[src/rtl/instr_encoder_pkg.sv]
// Shared definitions for the MIPS instruction encoder: mnemonic codes,
// opcode values and the bit positions of each instruction field.
package instr_encoder_pkg;

  // Mnemonic codes on mnem_i; codes 13..15 are illegal.
  typedef enum logic [3:0] {
    MN_RTYPE = 4'd0,
    MN_ADDI  = 4'd1,
    MN_SLTIU = 4'd2,
    MN_BEQ   = 4'd3,
    MN_LUI   = 4'd4,
    MN_ORI   = 4'd5,
    MN_BNE   = 4'd6,
    MN_LW    = 4'd7,
    MN_SW    = 4'd8,
    MN_BLEZ  = 4'd9,
    MN_BGTZ  = 4'd10,
    MN_J     = 4'd11,
    MN_JAL   = 4'd12
  } mnem_e;

  // Primary opcode values.
  localparam logic [5:0] OP_RTYPE = 6'd0;
  localparam logic [5:0] OP_ADDI  = 6'd8;
  localparam logic [5:0] OP_SLTIU = 6'd11;
  localparam logic [5:0] OP_BEQ   = 6'd4;
  localparam logic [5:0] OP_LUI   = 6'd15;
  localparam logic [5:0] OP_ORI   = 6'd13;
  localparam logic [5:0] OP_BNE   = 6'd5;
  localparam logic [5:0] OP_LW    = 6'd35;
  localparam logic [5:0] OP_SW    = 6'd43;
  localparam logic [5:0] OP_BLEZ  = 6'd6;
  localparam logic [5:0] OP_BGTZ  = 6'd7;
  localparam logic [5:0] OP_J     = 6'd2;
  localparam logic [5:0] OP_JAL   = 6'd3;

  // Least-significant bit position of each field in the 32-bit word.
  localparam int OP_LSB    = 26;
  localparam int RS_LSB    = 21;
  localparam int RT_LSB    = 16;
  localparam int RD_LSB    = 11;
  localparam int SHAMT_LSB = 6;

  // Field formats.
  typedef enum logic [1:0] {
    FMT_R = 2'd0,
    FMT_I = 2'd1,
    FMT_J = 2'd2
  } fmt_e;

endpackage

[src/rtl/instr_pack.sv]
// Combinational field packer: selects opcode and format for a mnemonic,
// applies the forced-zero register fields, and flags illegal mnemonics.
module instr_pack
  import instr_encoder_pkg::*;
(
  input  logic [3:0]  mnem_i,
  input  logic [4:0]  rs_i,
  input  logic [4:0]  rt_i,
  input  logic [4:0]  rd_i,
  input  logic [4:0]  shamt_i,
  input  logic [5:0]  funct_i,
  input  logic [15:0] imm_i,
  input  logic [25:0] target_i,
  output logic [31:0] instr_o,
  output logic        legal_o
);

  logic [5:0] w_op;
  logic [4:0] w_rs;
  logic [4:0] w_rt;
  fmt_e       w_fmt;

  // Decode mnemonic into opcode, format and effective rs/rt.
  always_comb begin
    w_op    = OP_RTYPE;
    w_fmt   = FMT_I;
    w_rs    = rs_i;
    w_rt    = rt_i;
    legal_o = 1'b1;
    case (mnem_i)
      MN_RTYPE: begin w_op = OP_RTYPE; w_fmt = FMT_R; end
      MN_ADDI:  w_op = OP_ADDI;
      MN_SLTIU: w_op = OP_SLTIU;
      MN_BEQ:   w_op = OP_BEQ;
      MN_LUI:   begin w_op = OP_LUI; w_rs = 5'd0; end
      MN_ORI:   w_op = OP_ORI;
      MN_BNE:   w_op = OP_BNE;
      MN_LW:    w_op = OP_LW;
      MN_SW:    w_op = OP_SW;
      MN_BLEZ:  begin w_op = OP_BLEZ; w_rt = 5'd0; end
      MN_BGTZ:  begin w_op = OP_BGTZ; w_rt = 5'd0; end
      MN_J:     begin w_op = OP_J;   w_fmt = FMT_J; end
      MN_JAL:   begin w_op = OP_JAL; w_fmt = FMT_J; end
      default:  legal_o = 1'b0;
    endcase
  end

  // Assemble the word from the fields according to the format.
  always_comb begin
    instr_o = 32'(w_op) << OP_LSB;
    case (w_fmt)
      FMT_R: instr_o = instr_o | (32'(w_rs) << RS_LSB) | (32'(w_rt) << RT_LSB)
                     | (32'(rd_i) << RD_LSB) | (32'(shamt_i) << SHAMT_LSB)
                     | 32'(funct_i);
      FMT_J: instr_o = instr_o | 32'(target_i);
      default: instr_o = instr_o | (32'(w_rs) << RS_LSB) | (32'(w_rt) << RT_LSB)
                       | 32'(imm_i);
    endcase
  end

endmodule

[src/rtl/instr_encoder.sv]
// MIPS instruction encoder: packs fields into a word, buffers it with its
// byte address in a 2-entry FIFO, and counts accepted words.
// Optional feature macro: ENC_ILLEGAL_CHECK_EN (drop illegal mnemonics and
// raise a sticky err_o instead of emitting a zero word).
module instr_encoder
  import instr_encoder_pkg::*;
(
  input  logic        clk_i,
  input  logic        rst_i,
  input  logic        start_i,
  input  logic [31:0] base_addr_i,
  input  logic        in_valid_i,
  output logic        in_ready_o,
  input  logic [3:0]  mnem_i,
  input  logic [4:0]  rs_i,
  input  logic [4:0]  rt_i,
  input  logic [4:0]  rd_i,
  input  logic [4:0]  shamt_i,
  input  logic [5:0]  funct_i,
  input  logic [15:0] imm_i,
  input  logic [25:0] target_i,
  output logic        out_valid_o,
  input  logic        out_ready_i,
  output logic [31:0] instr_o,
  output logic [31:0] addr_o,
  output logic [15:0] count_o,
  output logic        err_o
);

  logic [31:0] r_word [2];
  logic [31:0] r_waddr [2];
  logic        r_wr_ptr;
  logic        r_rd_ptr;
  logic [1:0]  r_fill;
  logic [31:0] r_addr_cnt;
  logic [15:0] r_count;

  logic [31:0] w_packed;
  logic [31:0] w_word;
  logic        w_legal;
  logic        w_accept;
  logic        w_push;
  logic        w_pop;

  instr_pack u_pack (
    .mnem_i   (mnem_i),
    .rs_i     (rs_i),
    .rt_i     (rt_i),
    .rd_i     (rd_i),
    .shamt_i  (shamt_i),
    .funct_i  (funct_i),
    .imm_i    (imm_i),
    .target_i (target_i),
    .instr_o  (w_packed),
    .legal_o  (w_legal)
  );

  // Illegal mnemonics never reach the FIFO as anything but an all-zero word.
  assign w_word      = w_legal ? w_packed : 32'd0;
  // Gating with rst_i keeps ready low for the whole asynchronous reset.
  assign in_ready_o  = rst_i && (r_fill != 2'd2) && !start_i;
  assign w_accept    = in_valid_i && in_ready_o;
`ifdef ENC_ILLEGAL_CHECK_EN
  assign w_push      = w_accept && w_legal;
`else
  assign w_push      = w_accept;
`endif
  assign out_valid_o = (r_fill != 2'd0);
  assign w_pop       = out_valid_o && out_ready_i;
  assign instr_o     = r_word[r_rd_ptr];
  assign addr_o      = r_waddr[r_rd_ptr];
  assign count_o     = r_count;

  // FIFO storage, pointers and occupancy; start flushes without clearing data.
  always_ff @(posedge clk_i or negedge rst_i) begin
    if (!rst_i) begin
      r_word[0]  <= 32'd0;
      r_word[1]  <= 32'd0;
      r_waddr[0] <= 32'd0;
      r_waddr[1] <= 32'd0;
      r_wr_ptr   <= 1'b0;
      r_rd_ptr   <= 1'b0;
      r_fill     <= 2'd0;
    end else if (start_i) begin
      r_wr_ptr <= 1'b0;
      r_rd_ptr <= 1'b0;
      r_fill   <= 2'd0;
    end else begin
      if (w_push) begin
        r_word[r_wr_ptr]  <= w_word;
        r_waddr[r_wr_ptr] <= r_addr_cnt;
        r_wr_ptr          <= ~r_wr_ptr;
      end
      if (w_pop) begin
        r_rd_ptr <= ~r_rd_ptr;
      end
      if (w_push && !w_pop) begin
        r_fill <= r_fill + 2'd1;
      end else if (w_pop && !w_push) begin
        r_fill <= r_fill - 2'd1;
      end
    end
  end

  // Address counter (wraps naturally) and saturating word count.
  always_ff @(posedge clk_i or negedge rst_i) begin
    if (!rst_i) begin
      r_addr_cnt <= 32'd0;
      r_count    <= 16'd0;
    end else if (start_i) begin
      r_addr_cnt <= base_addr_i;
      r_count    <= 16'd0;
    end else if (w_push) begin
      r_addr_cnt <= r_addr_cnt + 32'd4;
      if (r_count != 16'hFFFF) begin
        r_count <= r_count + 16'd1;
      end
    end
  end

`ifdef ENC_ILLEGAL_CHECK_EN
  logic r_err;

  // Sticky flag for an accepted illegal mnemonic, cleared by start.
  always_ff @(posedge clk_i or negedge rst_i) begin
    if (!rst_i) begin
      r_err <= 1'b0;
    end else if (start_i) begin
      r_err <= 1'b0;
    end else if (w_accept && !w_legal) begin
      r_err <= 1'b1;
    end
  end

  assign err_o = r_err;
`else
  assign err_o = 1'b0;
`endif

endmodule

[config.mk]
export PLATFORM = sky130hd
export DESIGN_NAME = instr_encoder
export DESIGN_NICKNAME = d
export VERILOG_FILES = /design/src/rtl/instr_encoder_pkg.sv /design/src/rtl/instr_pack.sv /design/src/rtl/instr_encoder.sv
export SDC_FILE = /design/constraint.sdc
export NUM_CORES = 1
export LEC_CHECK = 0
export CORE_ASPECT_RATIO = 0.9
export CORE_MARGIN = 1.5
export CORE_UTILIZATION = 60
export CTS_CLUSTER_SIZE = 16
export DETAILED_ROUTE_END_ITERATION = 10
export DONT_BUFFER_PORTS = 1
export PLACE_DENSITY = 0.83
export SLEW_MARGIN = 5
export SYNTH_ARGS = -nofsm -noshare
export SYNTH_HDL_FRONTEND = slang
export SYNTH_SLANG_ARGS = --single-unit
export TNS_END_PERCENT = 5
[constraint.sdc]
create_clock -name clk_i -period 4.2 [get_ports clk_i]
set_input_delay 0.63 -clock clk_i [delete_from_list [all_inputs] [get_ports clk_i]]
set_output_delay 0.63 -clock clk_i [all_outputs]
set_load 0.1 [all_outputs]
==> results.md, run 1 <==
- R2R Path Start: count_o[7]
- Clock buffer depth: 2
- Met3 wire len: just over 2 mm
- Initial antenna violation count: 0
- Crit Path Max Fanout: 39
- Met1 wire length: between 9 and 10 mm
- Routed len/inst: ~20 um
- Initial Utilization: 0.617
- Max Transition Viols Final: 0
- Worst path required time: 3.57 ns
- Vias: about 7000
- Crit share post-route: 0.767
- Largest net degree at the start of global routing: 184
- Worst VDD drop: 0.386 mV
- IO Count: ~190
- Share of the yosys chip area belonging to registers: 0.489
- Family with the most delay on the worst path: flip-flops
- Cell Area, Placed: between 9000 and 10000 um2
- Nets@finish: 1000
- CTS buffer count: 17
- Final min period: 3.22 ns
- DR iter-0 viols: 745
- Final Hold Fails: 178
- Root buffer cell: clkbuf_16
- TritonCTS clock tree: done
- Hold crit path type: in2async
- Failing checks: negative hold slack
- Ys flop type: dfrtp_1
- Kind of critical path: reg2out
- Mapped Avg Cell Area: slightly below 10 um2
- First-pass GRT wire length: 35.4 mm
- Setup_tns: 0 ns
- Worst-path clk slew: 0.07 ns
- Die Y: 120 um
- Largest family of logic cells by synthesized area: simple AND/OR/NAND/NOR gates
- Post-DR vias/cell: roughly 6.4
- Power density over the cells: 599 nW/um2
- Total track usage: 0.283
- Crit path from: r_rd_ptr
- Filler Cells Inserted: 1118
- Post-synthesis mux area share: 0.129
- Final Setup Violations: 0
- CP cell instances: buf_4 -> mux2_2
- Max_cap viols: 0
- Top sig layer: met4
- Share of cells above drive strength 1: 0.174
- Fin cells: 1099
- Post-CTS Setup Bufs: 0
- Diodes inserted: 0
- Compound-Gate Fraction of Synth Area: 0.124
- Static leakage power: 4.24 nW
- Pre-CTS setup slack: between 1 and 1.5 ns
- Final core utilization: 0.667
- Post-route cell area: 9850 um2
- Final GP Congestion: 0.889
- HPWL after detailed placement: 14.3 mm
- Worst Path Buf+Inv: 1
- Post-Synth XOR/XNOR Area: 0.0346
- Slowest cell delay on critical path: 1.02 ns
- Number of global-route vias before repair: 6751
- Seq cells post-synth: 178
- Area growth syn-to-layout: 8.07%
- Ys async rst share: 1.00
- Commonest non-fill, non-tap cell in the layout: nand2_1
- Cell Area, Synth: 9110 um2
- Gr ovfl total: 0
- Die width: 133 um
- Clock latency at the later pin of the worst-skew pair: approximately 0.43 ns
- Synth unique cells: 55
- Synth warn: 0
- EDFF count, synth: 0
- Htree depth: 4
- Rows: 42
- Mapped Cells: 917
- Post-Synth Simple-Gate Area: 0.188
- Post-CTS sizing: 0
- Max transition margin: 0.229
- CP Capture Type: output port
- F_max: 0.311 GHz
- RSZ-0062 raised after global routing: false
- Post-Place Cells: 1068
- Most frequent cells in the layout: 187 x nand2_1, 177 x dfrtp_1, 102 x mux2_2
- Slew of the pin with the lowest slew margin: 1.15 ns
- Total power: roughly 5.9 mW
- Total wire length: 21.9 mm
- Worst setup slack after layout: 0.980 ns
- Status: finished, violations left
- Antenna viol nets, final: 0
- Sink Count: ~180
- Arrival time worst endpoint: between 2 and 3 ns
- Final Skew: ~0.011 ns
- Die ar.: 15900 um2
- Synth top area share: 0.489
- WL met2: approximately 10 mm
- Iteration count of the initial detailed-routing pass: 5
- Critical path's slowest cell: dfrtp_2
- Main area contributors after synthesis: dfrtp_1 49%, mux2_2 13%, nand2_1 7.7%, o211a_1 3.5%, nand4_1 3.1%
- Critical Path Start Type: register
- Post-synthesis adder-cell area fraction: 0.00275
- Dominant cell type by area after synthesis: dfrtp_1
- Hold_ws: -0.106 ns
- Post-route DRC violation count: 0
- Core area: 14800 um2
- Port bufs: 0
-- cell families (layout without fill, tap and decap cells) --
kind of cell | count (synthesis) | after routing
compound gates | 155 | 155
xor+xnor | 36 | 36
fa+ha+maj | 2 | 2
buf+inv | 72 | 55
flops | 178 | 178
mux | 105 | 105
other cells | 1 | 2
simple gates | 368 | 368
-- synth_stat cells (3+ instances only) --
cell         n
nand2_1    188
dfrtp_1    178
mux2_2     102
o21ai_0     48
nand4_1     45
clkbuf_1    42
nand3_1     36
nor2_1      33
o211a_1     32
a21oi_1     21
xnor2_1     20
xor2_1      16
buf_2       12
inv_1       12
nor3_1      12
nor4_1      12
and3_1      11
a221oi_1    10
and2_1       8
o311ai_0     6
a222oi_1     5
a22o_1       5
a2bb2oi_1    5
or3_1        5
o211ai_1     4
o31ai_1      4
or4_1        4
and4_1       3
buf_1        3
mux2i_1      3
or2_2        3
-- area by class of cell --
class                           instances  area (um2)  share of cell area
Tap cell                              198         248              0.0252
Timing Repair Buffer                   11        95.1             0.00966
Sequential cell                       178        4460               0.452
Clock buffer                           18         439              0.0446
Clock inverter                         13         173              0.0175
Inverter                               13        48.8             0.00496
Multi-Input combinational cell        668        4390               0.446
-- state kept, by name, indices dropped and copies added (netlist names) --
name,cells
r_waddr,64
r_rd_ptr,1
r_word,62
r_wr_ptr,1
count_o,16
r_fill,2
r_addr_cnt,32
-- path summary, 6_finish.rpt --
check / slack [ns] / to / cells after the start
hold / removal: -0.11 / r_word[18] / 0
setup reg to reg: 1.61 / count_o[7] / 5
max in group asynchronous: 3.99 / r_rd_ptr / 0
setup / recovery: 0.98 / instr_o[21] / 2
min in group clk_i: 0.26 / count_o[11] / 1
hold reg to reg: 0.47 / r_waddr[2] / 2
-- per-layer routing --
| layer | vias to the layer above | global-route usage |
|---|---|---|
| li1 | 3244 | - |
| met1 | 3454 | 0.374 |
| met3 | 22 | 0.0887 |
| met2 | 301 | 0.454 |
| met4 | 0 | 0.0762 |
| met5 | - | 0 |
-- where the power goes --
part / internal [mW] / switching [mW] / total, mW
Sequential: 2.05 / 0.229 / 2.28
Clock: 0.962 / 0.691 / 1.65
Combinational: 0.398 / 1.57 / 1.97
-- worst reg2reg max path: cells and delay by family, from the launching register on --
family             cells  cell delay, ns
AOI/OAI and AO/OA      2            0.30
DFF                    1            1.02
and+or+nand+nor        3            1.21
Power figures use the tool's default switching activity.
==> run 2: changes to the inputs <==
CORE_UTILIZATION = 58   (was 60)
clock period = 2.95 ns   (was 4.2 ns; I/O delays follow)
==> run 2 against run 1 <==
Effect of this change:
- the flow still finishes with violations (negative hold slack)
- hold slack worse by 0.20 ns
- setup slack lost 0.42 ns
- clock power increased by 36%
- core utilization down 1.9 points
- via count increased by 0.68%
- register-to-register slack got worse by 0.95 ns
- count of clock-buffer cells in the layout grew 2
- routed wire length grew 1.7%
- cell count rose by 2.0%
- first-iteration DRC count down 25%
- critical path depth unchanged
- global-route usage down 0.73 points
- critical path type unchanged
==> results.md, run 2 (synthesis results as in run 1) <==
- Status: finished, violations left
- Failing checks: negative hold slack
- Post-DR vias/cell: 6.31
- Total power: 8.29 mW
- Total track usage: 0.276
- Final core utilization: 0.648
- First-pass GRT wire length: 35.3 mm
- Final Skew: between 0.009 and 0.01 ns
- Antenna viol nets, final: 0
- Core area: 15400 um2
- Setup_tns: 0 ns
- Post-CTS sizing: 0
- Nets@finish: just over 1000
- Die width: roughly 140 um
- Htree depth: 4
- Commonest non-fill, non-tap cell in the layout: nand2_1
- Largest net degree at the start of global routing: 184
- Number of global-route vias before repair: 6827
- Kind of critical path: reg2out
- Max transition margin: 0.315
- Biggest register: r_waddr
- Crit share post-route: 0.812
- Iteration count of the initial detailed-routing pass: 5
- Final Setup Violations: 0
- TritonCTS clock tree: done
- Hold_ws: -0.301 ns
- Arrival time worst endpoint: ~2.0 ns
- Diodes inserted: 0
- Sequential Area: 4460 um2
- Cell Area, Placed: 9380 um2
- Most frequent cells in the layout: 187 x nand2_1, 177 x dfrtp_1, 102 x mux2_2
- Final min period: 2.39 ns
- Die Y: 122 um
- Gr ovfl total: 0
- Rows: 43
- Largest regs: r_waddr x64, r_word x62, r_addr_cnt x32
- Final GP Congestion: slightly below 0.9
- Sink Count: ~180
- Share of cells above drive strength 1: 0.190
- Static leakage power: 4.33 nW
- Area growth syn-to-layout: 9.46%
- Max Transition Viols Final: 0
- Vias: 7069
- HPWL after detailed placement: 14.8 mm
- Hold crit path type: in2async
- Worst setup slack after layout: about 0.56 ns
- Slew of the pin with the lowest slew margin: roughly 1 ns
- CTS buffer count: 17
- Post-CTS Setup Bufs: 0
- Routed len/inst: ~20 um
- Post-route cell area: between 9000 and 10000 um2
- F_max: 0.418 GHz
- Critical Path Start Type: register
- DR iter-0 viols: between 500 and 600
- Largest register FFs: 64
- Filler Cells Inserted: around 1200
- Worst-path clk slew: 0.07 ns
- Final Hold Fails: 178
- Initial antenna violation count: 0
- Pre-CTS setup slack: 0.640 ns
- Root buffer cell: clkbuf_16
- Initial Utilization: 0.592
- IO Count: around 190
- Port bufs: 0
- Post-route DRC violation count: 0
- Clock latency at the later pin of the worst-skew pair: 0.43 ns
- Clock buffer depth: 2
- Die ar.: 16500 um2
- Max_cap viols: 0
- Total wire length: 22.3 mm
- Worst path required time: 2.51 ns
- Crit Path Max Fanout: 39
- Power density over the cells: 831 nW/um2
- CP Capture Type: output port
- RSZ-0062 raised after global routing: false
- Worst VDD drop: around 0.63 mV
- Multi-input logic area: 4390 um2
run 2: worst max-delay path: stages, from the launching register on:
cell,delay (ns)
dfrtp_2,0.35
buf_4,0.49
mux2_2,0.66
run 2: cell type report:
class                   count  share of cell area
clock inverters            12              0.0127
multi-input cells         668               0.440
well taps                 202              0.0253
clock buffers              20              0.0468
repair buffers             28              0.0236
inverters                  13             0.00489
flip-flops and latches    178               0.447
run 2: path summary, 6_finish.rpt:
check | depth (start not counted) | from | slack, ns | end
max | 2 | r_rd_ptr | 0.56 | instr_o[14]
min | 0 | rst_i | -0.30 | r_word[22]
max reg2reg | 5 | r_addr_cnt[7] | 0.66 | r_addr_cnt[25]
min reg2reg | 2 | r_waddr[11] | 0.47 | r_waddr[11]
max in group asynchronous | 0 | rst_i | 3.04 | r_rd_ptr
min in group clk_i | 1 | start_i | 0.06 | count_o[7]
run 2: power by group:
part	leakage (nW)	switching, mW	internal, mW
clock	0.287	0.993	1.25
sequential	2.21	0.292	2.92
combinational	1.83	2.26	0.576
run 2: metrics by stage:
stage                     cells  hold slack (ns)
final                      1121           -0.301
after global placement     1089            0.151
after detailed placement   1089            0.152
after global routing       1121           -0.325
after floorplan             918            0.147
after CTS                  1121           -0.314
run 2: layer usage:
layer	global-route usage	wire, um
met2	0.454	10600
met4	0.106	493
met1	0.337	9280
met5	0	0
met3	0.0932	1910
==> run 3: changes to the inputs <==
clock period = 2.2 ns   (was 2.95 ns; I/O delays follow)
==> run 3 against run 2 <==
Effect of this change:
- the run still ends with negative hold slack left
- sequential share of layout area decreased by 1.1 points
- critical path depth increased by 3
- clock skew down 0.0024 ns
- clock power is 45% higher
- register-to-register slack lost 0.56 ns
- via count increased by 2.5%
- non-clock buffer count is 20 higher
- sequential cell count unchanged
- sequential power up 34%
- hold slack got worse by 0.11 ns
- routed wire length increased by 4.6%
- critical path type is now reg2reg
- critical endpoint is now r_addr_cnt[28]
==> results.md, run 3 (synthesis results as in run 1) <==
- Status: finished, violations left
- Failing checks: negative hold slack
- Die Y: 122 um
- Initial Utilization: 0.592
- Sink Count: 178
- Core area: 15400 um2
- Sw Pwr: 4.77 mW
- Setup_tns: 0 ns
- Post-CTS Setup Bufs: 0
- Final Setup Violations: 0
- Rows: 43
- Hold_ws: -0.415 ns
- Arrival time worst endpoint: roughly 2.4 ns
- Total track usage: 0.286
- First-pass GRT wire length: 36.5 mm
- Cell-internal power: roughly 6.6 mW
- F_max: 0.476 GHz
- Power density over the cells: 1110 nW/um2
- Kind of critical path: reg2reg
- WL met2: 10.8 mm
- Routed len/inst: 20.5 um
- CP Capture Type: register
- Switching Fraction: 0.418
- Die width: 135 um
- Largest register FFs: 64
- Antenna viol nets, final: 0
- Final Skew: 0.00757 ns
- Crit Path Max Fanout: 12
- R2r setup slk: 0.1 ns
- Gate power share: 0.339
- Hold crit path type: in2async
- Clock latency at the later pin of the worst-skew pair: 0.44 ns
- CTS buffer count: 17
- Worst path required time: 2.49 ns
- Final Hold Fails: 178
- Share of cells above drive strength 1: 0.207
- Critical Path Start Type: register
- Filler Cells Inserted: 1203
- Nets@finish: 1037
- Final GP Congestion: 0.903
- Pre-CTS setup slack: 0.0905 ns
- Sequential Area: roughly 4500 um2
- Worst setup slack after layout: 0.0972 ns
- Post-route DRC violation count: 0
- Cts hold-fix bufs: 1
- Initial antenna violation count: 1
- Die ar.: 16500 um2
- Htree depth: 4
- HPWL after detailed placement: between 15 and 20 mm
- Fin cells: 1140
- Root buffer cell: clkbuf_16
- Iteration count of the initial detailed-routing pass: 5
- Static leakage power: between 4 and 5 nW
- R2R Path Start: r_addr_cnt[14]
- Post-DR vias/cell: about 6.4
- Met1 wire length: about 9.8 mm
- Sequential power share: 0.376
- TritonCTS clock tree: done
- Post-Place Cells: around 1100
- Clock power share: 0.285
- Area growth syn-to-layout: 12.3%
- IO Count: 192
- Largest regs: r_waddr x64, r_word x62, r_addr_cnt x32
- Worst VDD drop: 0.594 mV
- Multi-input logic area: 4390 um2
- Vias: 7245
- Number of global-route vias before repair: 7076
- Diodes inserted: 0
- Top sig layer: met4
- Final min period: 2.10 ns
- Clock buffer depth: 2
- DR iter-0 viols: 628
- Port bufs: 0
- Cell Area, Placed: 9590 um2
- Max transition margin: 0.416
- Gr ovfl total: 0
- Most frequent cells in the layout: 187 x nand2_1, 177 x dfrtp_1, 102 x mux2_2
- Commonest non-fill, non-tap cell in the layout: nand2_1
- Max Transition Viols Final: 0
- RSZ-0062 raised after global routing: false
- Worst-path clk slew: 0.07 ns
- Max_cap viols: 0
- Slew of the pin with the lowest slew margin: 0.875 ns
- Post-route cell area: 10200 um2
- Met3 wire len: 2.28 mm
- Critical R2R Capture: r_addr_cnt[28]
- Biggest register: r_waddr
- Total power: 11.4 mW
- Total wire length: ~23 mm
- Crit share post-route: 0.956
- R2R depth: 5
- Largest net degree at the start of global routing: around 180
-- run 3: cell count changes in the layout (fill, tap and decap cells not counted), moves of 2 or more --
cell,previous run,this run
buf_12,2,8
buf_4,26,40
bufinv_16,1,4
clkbuf_8,3,0
clkinv_4,4,2
inv_6,1,4
-- run 3: layer usage --
layer  vias to the layer above  global-route usage
met5                         -                   0
met3                        34               0.103
met4                         0              0.0954
met1                      3533               0.366
met2                       347               0.455
li1                       3331                   -
-- run 3: cell type report --
class | count | area share
Clock buffer | 18 | 0.0419
Sequential cell | 178 | 0.435
Tap cell | 202 | 0.0247
Multi-Input combinational cell | 668 | 0.429
Inverter | 13 | 0.00477
Clock inverter | 13 | 0.0192
Timing Repair Buffer | 48 | 0.0450
-- run 3: per-stage QoR --
step / util / hold slack, ns
after floorplan: - / 0.0344
after global placement: 0.623 / 0.0391
after detailed placement: 0.623 / 0.0392
after CTS: 0.665 / -0.431
after global routing: 0.665 / -0.438
final: 0.665 / -0.415
-- run 3: critical path, stage by stage, from the launching register on --
cell,delay (ns)
dfrtp_1,0.43
nand2_1,0.12
or3_4,0.46
or2_2,0.36
o311ai_0,0.43
nand3_1,0.15
-- run 3: how the worst max path moves through the flow --
stage                         startpoint              to  slack [ns]
after floorplan               count_o[4]      count_o[7]       -0.21
after global placement     r_addr_cnt[5]  r_addr_cnt[28]        0.16
after detailed placement  r_addr_cnt[15]  r_addr_cnt[19]        0.09
after CTS                 r_addr_cnt[14]  r_addr_cnt[28]        0.03
after global routing       r_addr_cnt[9]  r_addr_cnt[19]        0.07
final                     r_addr_cnt[14]  r_addr_cnt[28]         0.1
-- run 3: what timing repair did --
action / in CTS / in global routing
endpoints found under the hold margin: 209 / 178
setup endpoints to repair: 0 / 3
gates resized for setup: 0 / 2
-- run 3: power groups by stage --
stage	clock (mW)	combinational, mW	sequential [mW]
2_1_floorplan	0	3.56	4.24
3_3_place_gp	0	3.82	4.30
3_5_place_dp	0	3.86	4.34
4_1_cts	3.29	3.89	4.28
5_1_grt	3.43	4.03	4.37
6_report	3.25	3.87	4.29
